### src/rtl/loop_seq_pkg.sv
// Shared types for the loop sequencer: FSM state encoding and the
// body_lat value that selects handshake pacing.
package loop_seq_pkg;

    typedef enum logic [1:0] {
        IDLE  = 2'd0,
        ISSUE = 2'd1,
        WAIT  = 2'd2,
        DONE  = 2'd3
    } state_t;

    localparam int MODE_HANDSHAKE = 0;

endpackage

### src/rtl/lat_counter.sv
// Loadable down-counter that paces fixed-latency loop bodies; last flags
// the final wait cycle (value == 1).
module lat_counter #(
    parameter int LAT_W = 8
) (
    input  logic             clk,
    input  logic             rst,
    input  logic             load,
    input  logic [LAT_W-1:0] load_val,
    input  logic             en,
    output logic             last
);

    logic [LAT_W-1:0] value;

    // NOTE: sequential state uses non-blocking assignments so every register
    // samples pre-edge values, independent of block ordering.
    always_ff @(posedge clk) begin
        if (rst) begin
            value <= '0;
        end else if (load) begin
            value <= load_val;
        end else if (en && value != '0) begin
            value <= value - LAT_W'(1);
        end
    end

    assign last = (value == LAT_W'(1));

endmodule

### src/rtl/loop_sequencer.sv
// N-iteration start/done loop controller: issues one iter_valid per
// iteration, paced by a fixed latency or by body_ack, with abort support.
module loop_sequencer
    import loop_seq_pkg::*;
#(
    parameter int CNT_W = 16,
    parameter int LAT_W = 8
) (
    input  logic             clk,
    input  logic             rst,
    input  logic             start_valid,
    output logic             start_ready,
    input  logic [CNT_W-1:0] n_iter,
    input  logic [LAT_W-1:0] body_lat,
    input  logic             body_ack,
    input  logic             abort,
    output logic             iter_valid,
    output logic [CNT_W-1:0] iter_idx,
    output logic             busy,
    output logic             done,
    output logic             aborted,
    output logic [CNT_W-1:0] done_count
);

    state_t           state, state_nxt;
    logic [CNT_W-1:0] n_reg;
    logic [CNT_W-1:0] idx_reg;
    logic [CNT_W-1:0] count_reg;
    logic [LAT_W-1:0] lat_reg;
    logic             aborted_reg;
    logic             accept;
    logic             hs_mode;
    logic             last_iter;
    logic             wait_exit;
    logic             cnt_load;
    logic             cnt_en;
    logic             cnt_last;

    assign start_ready = (state == IDLE) && !rst;
    assign accept      = start_valid && start_ready;
    assign hs_mode     = (lat_reg == LAT_W'(MODE_HANDSHAKE));
    // n_reg is at least 1 whenever WAIT is reachable, so n-1 never underflows.
    assign last_iter   = (idx_reg == n_reg - CNT_W'(1));
    assign wait_exit   = (state == WAIT) && (hs_mode ? body_ack : cnt_last);

    lat_counter #(.LAT_W(LAT_W)) u_lat_counter (
        .clk      (clk),
        .rst      (rst),
        .load     (cnt_load),
        .load_val (lat_reg),
        .en       (cnt_en),
        .last     (cnt_last)
    );

    always_ff @(posedge clk) begin
        if (rst) state <= IDLE;
        else     state <= state_nxt;
    end

    // NOTE: every output of this block gets a default first, so no path
    // leaves a signal unassigned and no latch is inferred.
    always_comb begin
        state_nxt  = state;
        iter_valid = 1'b0;
        busy       = 1'b0;
        done       = 1'b0;
        cnt_load   = 1'b0;
        cnt_en     = 1'b0;
        case (state)
            IDLE: begin
                if (accept) state_nxt = (n_iter == '0) ? DONE : ISSUE;
            end
            ISSUE: begin
                iter_valid = 1'b1;
                busy       = 1'b1;
                cnt_load   = 1'b1;
                state_nxt  = abort ? DONE : WAIT;
            end
            WAIT: begin
                busy   = 1'b1;
                cnt_en = 1'b1;
                if (abort)          state_nxt = DONE;
                else if (wait_exit) state_nxt = last_iter ? DONE : ISSUE;
            end
            DONE: begin
                done      = 1'b1;
                state_nxt = IDLE;
            end
            default: state_nxt = IDLE;
        endcase
    end

    // Abort takes priority over a same-cycle iteration exit.
    always_ff @(posedge clk) begin
        if (rst) begin
            n_reg       <= '0;
            lat_reg     <= '0;
            idx_reg     <= '0;
            count_reg   <= '0;
            aborted_reg <= 1'b0;
        end else if (accept) begin
            n_reg       <= n_iter;
            lat_reg     <= body_lat;
            idx_reg     <= '0;
            count_reg   <= '0;
            aborted_reg <= 1'b0;
        end else if ((state == ISSUE || state == WAIT) && abort) begin
            aborted_reg <= 1'b1;
        end else if (wait_exit) begin
            count_reg <= count_reg + CNT_W'(1);
            if (!last_iter) idx_reg <= idx_reg + CNT_W'(1);
        end
    end

    assign iter_idx   = idx_reg;
    assign done_count = count_reg;
    assign aborted    = aborted_reg;

endmodule

### config.mk
export PLATFORM = sky130hd
export DESIGN_NAME = loop_sequencer
export DESIGN_NICKNAME = d
export VERILOG_FILES = /design/src/rtl/loop_seq_pkg.sv /design/src/rtl/lat_counter.sv /design/src/rtl/loop_sequencer.sv
export SDC_FILE = /design/constraint.sdc
export NUM_CORES = 1
export LEC_CHECK = 0
export ABC_AREA = 1
export ABC_CLOCK_PERIOD_IN_PS = 5700
export CORE_MARGIN = 1
export CORE_UTILIZATION = 59
export DETAILED_ROUTE_END_ITERATION = 10
export PLACE_DENSITY = 0.9
export SYNTH_ARGS = -nofsm -noshare
export SYNTH_HDL_FRONTEND = slang
export SYNTH_SLANG_ARGS = --single-unit
### constraint.sdc
create_clock -name clk -period 5.7 [get_ports clk]
set_clock_uncertainty 0.15 [all_clocks]
set_input_delay 0.855 -clock clk [delete_from_list [all_inputs] [get_ports clk]]
set_output_delay 0.855 -clock clk [all_outputs]
set_load 0.02 [all_outputs]
==> impl_metrics.py, run 1 <==
metrics = {
    "logic_synthesis": {
        "synth-async-reset-ratio": 0,
        "ys_seq_elements": 67,
        "avgSynthCellArea_um2": 6.99,
        "ys_seq_area_frac": 0.322,
        "synth_warnings": 0,
        "synth_cell_types": 45,
        "synth_nets": 636,
        "synthFlopType": "dfxtp_1",
        "synth_area_um2": 4160,
        "synth-edff-count": 0,
        "netlist_instances": 596,
    },
    "placement": {
        "dp_cells": 746,
        "dpl_cell_area_um2": 4880,
        "dp_hpwl_um": 7980,
        "numPortBuffers": 65,
        "globalplace.congestion": 0.926,
    },
    "clock_network": {
        "cts_setup_buffers": 0,
        "cts_max_level": 3,
        "clkTransAtPathRegs_ns": 0.07,
        "cts_root_buffer": "clkbuf_8",
        "hold_buffers": 0,
        "post_cts_resized": 0,
        "cts_tree": "yes",
        "cts_inserted_buffers": 9,
        "clkLatencyLatePin_ns": 0.34,
        "cts_sinks": 67,
        "clockBufferDepth": 2,
    },
    "pwr": {
        "p_clk_frac": 0.245,
        "switchingPower_mw": 0.724,
        "power_frac_seq": 0.333,
        "swShare": 0.403,
        "vdd_drop_max_mv": 0.236,
        "p_per_area_nw_per_um2": 352,
        "power.total_mw": 1.80,
        "combinationalPowerShare": 0.422,
        "internal-power_mw": 1.07,
        "p_leak_nw": 1.96,
    },
    "route": {
        "routed_via_density": 5.60,
        "drt_wl_total_um": 11100,
        "ant_nets": 0,
        "wl_per_cell_um": 14.5,
        "first_pass_iters": 5,
        "first_iter_violations": 354,
        "dr_total_vias": 4264,
        "drc": 0,
    },
    "critical_path": {
        "required_ns": 5.77,
        "crit_path_start_kind": "input port",
        "r2r_cells": 11,
        "end_kind": "flop",
        "critPathKind": "input port to flop",
        "slowest_stage": "inv_1",
        "crit_fanout": 26,
        "crit_arrival_ns": 3.68,
        "crit_chain": "clkdlybuf4s50_1 -> nor2_1 -> nand2_1 -> inv_2 -> nor2_1 -> buf_4 -> inv_1 -> buf_4 -> o21ai_0",
        "max_stage_delay_ns": 0.61,
    },
    "die": {
        "io_pins": 66,
        "die_h_um": 86.0,
        "die_w_um": 86.0,
        "dieArea_um2": 7400,
        "start_util": 0.613,
        "core_um2": 6790,
        "rows": 30,
    },
    "timing": {
        "post-route-min-period_ns": 3.62,
        "fmax_ghz": 0.276,
        "worstMarginPinSlew_ns": 0.806,
        "rsz0062_at_grt": "no",
        "setup_violations": 0,
        "tns_ns": 0,
        "slew_violations": 0,
        "whs_ns": 0.348,
        "fin_crit_sh": 0.635,
        "hold_violations": 0,
        "slew_headroom": 0.462,
    },
    "layout": {
        "final_cells": 762,
        "final_nets": 701,
        "fin_area_um2": 5100,
        "area_delta_synth_final_pct": 22.4,
        "diodes": 0,
        "drive_gt1_frac": 0.0946,
    },
    "global_route": {
        "antenna_found_initial": 0,
        "grt_max_degree": 27,
        "grt_pass1_wl_um": 18400,
        "first_global_vias": 4018,
        "grt_util_all_layers": 0.311,
        "gr-total-overflow": 0,
    },
    "run": {
        "maxCapViolations": 0,
    },
    "hold_path": {
        "holdPathStages": 2,
        "hp-class": "flop to flop",
    },
    "outcome": {
        "status": "complete, no violations",
    },
}
==> critical path: cells and delay by family <==
kind / cells / cell delay [ns]
buffers and inverters: 5 / 2.10
AND/OR/NAND/NOR: 3 / 0.61
AO/OA/AOI/OAI: 1 / 0.12
==> cells in the mapped netlist (2+ instances only) <==
master    count  area (µm²)
nand2_1     133         499
inv_1        72         270
dfxtp_1      67        1340
nand3_1      47         235
nor2_1       44         165
o21ai_0      32         160
a21oi_1      27         135
xor2_1       25         219
xnor2_1      18         158
nor3_1       17        85.1
nand2_2      15        93.8
ha_1         11         138
a21oi_2      10        87.6
nand4_1       9        56.3
nor4_1        7        43.8
nor2_4        6        67.6
buf_2         5        25.0
clkbuf_1      5        18.8
inv_2         4        15.0
nand3b_1      4        30.0
nor2_2        4        25.0
o22ai_1       4        25.0
a22o_1        3        26.3
a31oi_1       2        12.5
buf_1         2        7.51
nand2_4       2        22.5
nor3_2        2        20.0
nor3b_1       2        15.0
==> layer usage <==
layer	GRT usage	routed length, µm	vias to the layer above
met2	0.523	5390	219
met4	0.142	351	0
met3	0.0568	769	39
met5	0	0	-
met1	0.387	4570	1949
li1	-	-	2057
==> path summary, 6_finish.rpt <==
check	startpoint	endpoint	slack, ns
min	done_count[15]	done_count[15]	0.35
max reg2reg	state[1]	n_reg[0]	2.57
min reg2reg	done_count[15]	done_count[15]	0.35
max	rst	n_reg[0]	2.08
==> placed cells by master (no fill, tap or decap), types with 3 or more instances in the layout <==
cell,instances
nand3b_1,4
nand2_2,15
o22ai_1,4
inv_1,72
a22o_1,3
nor2_4,6
nand4_1,9
inv_2,4
o21ai_0,32
a21oi_1,27
nand2_1,133
ha_1,11
xor2_1,25
nor2_1,44
clkdlybuf4s50_1,65
nor2_2,4
nor3_1,17
a21oi_2,10
nand3_1,47
nor4_1,7
clkbuf_8,10
dfxtp_1,67
xnor2_1,18
==> metrics by stage <==
step | utilization | setup WS (ns)
floorplan | - | 2.93
global placement | 0.718 | 1.99
detailed placement | 0.718 | 1.81
CTS | 0.750 | 2.15
global route | 0.750 | 1.91
finish | 0.750 | 2.08
==> final cells by class <==
cell class                      count  area, µm²
Clock buffer                       12        145
Clock inverter                      4       73.8
Fill cell                         504       1700
Inverter                           77        289
Multi-Input combinational cell    439       2460
Sequential cell                    67       1340
Tap cell                           96        120
Timing Repair Buffer               67        666
==> power by group through the flow <==
stage / combinational (mW) / sequential, mW / clock, mW
after floorplan: 0.566 / 0.591 / 0
after global placement: 0.699 / 0.600 / 0
after detailed placement: 0.729 / 0.603 / 0
after CTS: 0.750 / 0.595 / 0.441
after global routing: 0.838 / 0.606 / 0.461
final: 0.757 / 0.598 / 0.441
==> cell families after synthesis <==
family                   after synthesis  share of synthesized area
AND/OR/NAND/NOR                      301                      0.350
buffers and inverters                 90                     0.0865
AO/OA/AOI/OAI                         84                      0.118
adder cells (fa/ha/maj)               11                     0.0331
XOR/XNOR                              43                     0.0904
flip-flops                            67                      0.322
(Power assumes the default switching activity.)
==> run 2, diff against run 1 <==
- ABC_CLOCK_PERIOD_IN_PS: 5700 -> 3350
- CORE_UTILIZATION: 59 -> 54
- PLACE_DENSITY: 0.9 -> 0.83
- clock period: 5.7 -> 3.35 ns (I/O delays scaled with it)
==> run 2 against run 1 <==
Sequential power is 69% higher. Register-to-register slack worse by 1.6 ns. Clock power is 51% higher. Count of clock-buffer cells in the layout is 3 lower. Combinational power is 68% higher. Worst hold slack worse by 0.011 ns. Sequential cell count stayed put. Setup slack worse by 1.3 ns. Utilization is 5.8 points lower. Die area is 9.0% higher. Critical path type is now input port to output pin. Critical endpoint is now start_ready.
==> impl_metrics.py, run 2 (synthesis results as in run 1) <==
metrics = {
    "outcome": {
        "status": "complete, no violations",
    },
    "critical_path": {
        "crit_arrival_ns": 1.94,
        "crit_fanout": 9,
        "crit_top_cell": "clkdlybuf4s50_1",
        "crit_family": "buffers and inverters",
        "max_stage_delay_ns": 0.64,
        "crit_chain": "clkdlybuf4s50_1 -> nor2_1 -> clkdlybuf4s50_1",
        "slowest_stage": "clkdlybuf4s50_1",
        "cp.buffers_inverters": 2,
        "required_ns": 2.70,
        "end_kind": "output pin",
        "crit_path_start_kind": "input port",
        "critPathKind": "input port to output pin",
    },
    "clock_network": {
        "post_cts_resized": 0,
        "clockBufferDepth": 2,
        "cts_tree": "yes",
        "clkTransAtPathRegs_ns": 0.08,
        "cts_max_level": 3,
        "clkLatencyLatePin_ns": 0.36,
        "cts_sinks": 67,
        "cts_root_buffer": "clkbuf_8",
        "hold_buffers": 0,
        "cts_inserted_buffers": 9,
        "cts_setup_buffers": 0,
    },
    "pwr": {
        "swShare": 0.413,
        "power_frac_seq": 0.342,
        "combinationalPowerShare": 0.431,
        "p_leak_nw": 1.96,
        "p_per_area_nw_per_um2": 577,
        "switchingPower_mw": 1.22,
        "vdd_drop_max_mv": 0.346,
        "p_clk_frac": 0.227,
        "internal-power_mw": 1.73,
    },
    "placement": {
        "dp_hpwl_um": 8000,
        "dp_cells": 751,
        "numPortBuffers": 65,
        "globalplace.congestion": 0.916,
        "pre_cts_ws_ns": 0.569,
    },
    "die": {
        "rows": 31,
        "die_h_um": 89.8,
        "io_pins": 66,
        "die_w_um": 89.8,
        "core_um2": 7370,
        "start_util": 0.565,
        "dieArea_um2": 8070,
    },
    "layout": {
        "final_nets": 703,
        "layout_commonest_cell": "nand2_1",
        "diodes": 0,
        "final_cell_mix": "nand2_1 (133), inv_1 (72), dfxtp_1 (67)",
        "final_cells": 767,
        "area_delta_synth_final_pct": 22.5,
        "utilization": 0.692,
        "drive_gt1_frac": 0.100,
    },
    "timing": {
        "setup_violations": 0,
        "slew_violations": 0,
        "worst_slack_ns": 0.756,
        "post-route-min-period_ns": 2.59,
        "hold_violations": 0,
        "rsz0062_at_grt": "no",
        "worstMarginPinSlew_ns": 0.552,
        "fin_crit_sh": 0.774,
        "slew_headroom": 0.629,
        "fmax_ghz": 0.385,
        "tns_ns": 0,
    },
    "global_route": {
        "grt_max_degree": 30,
        "first_global_vias": 3925,
        "gr-total-overflow": 0,
        "grt_pass1_wl_um": 18200,
        "antenna_found_initial": 0,
        "grt_util_all_layers": 0.274,
    },
    "route": {
        "dr_total_vias": 4124,
        "drc": 0,
        "first_pass_iters": 5,
        "wl_per_cell_um": 13.8,
        "first_iter_violations": 247,
        "ant_nets": 0,
        "drt_wl_total_um": 10600,
        "routed_via_density": 5.38,
    },
    "hold_path": {
        "hp-class": "flop to flop",
    },
    "run": {
        "maxCapViolations": 0,
    },
}
[run 2: cell count changes in the layout (fill, tap and decap cells not counted), sizes merged]
cell / change
buf: +2
bufinv: -1
clkbuf: -3
clkinv: +2
clkinvlp: +2
[run 2: power by group through the flow]
stage / clock (mW) / combinational (mW) / sequential (mW)
floorplan: 0 / 0.962 / 1.01
CTS: 0.676 / 1.26 / 1.01
global route: 0.711 / 1.43 / 1.02
global placement: 0 / 1.21 / 1.02
detailed placement: 0 / 1.25 / 1.02
finish: 0.668 / 1.27 / 1.01
[run 2: worst register-to-register path: stages (launching register included)]
cell,delay (ns)
dfxtp_1,0.34
inv_2,0.11
ha_1,0.25
nand2_4,0.10
nor2_4,0.18
xor2_1,0.13
nand2b_1,0.17
nor2_1,0.09
nand2_1,0.07
nor2_2,0.14
nand2_4,0.16
nand2_8,0.19
inv_1,0.07
nor2_1,0.09
nor2_1,0.05
[run 2: final timing paths]
path | slack (ns) | cells after the start | end | from
setup / recovery | 0.76 | 3 | start_ready | rst
hold / removal | 0.34 | 2 | aborted | aborted
setup reg to reg | 0.95 | 14 | iter_idx[0] | n_reg[0]
hold reg to reg | 0.34 | 2 | aborted | aborted
[run 2: cell type report]
cell class,instances,area [µm²]
multi-input cells,439,2460
fillers,622,2270
flip-flops and latches,67,1340
repair buffers,69,693
inverters,77,289
clock buffers,9,124
well taps,99,124
clock inverters,7,68.8
[run 2: per-layer routing]
layer  GRT usage  part of all wire  routed length, µm  vias up
met5           0                 0                  0        -
met4       0.119             0.021                226        0
met3      0.0525             0.060                634       18
met2       0.452              0.48               5110      148
met1       0.350              0.44               4600     1890
li1            -                 -                  -     2068
[run 2: through the flow]
stage,instance area [µm²],power (mW),hold WS (ns)
floorplan,4160,1.97,0.305
global placement,4910,2.24,0.314
detailed placement,4910,2.28,0.315
CTS,5100,2.94,0.342
global route,5100,3.16,0.378
finish,5100,2.95,0.337
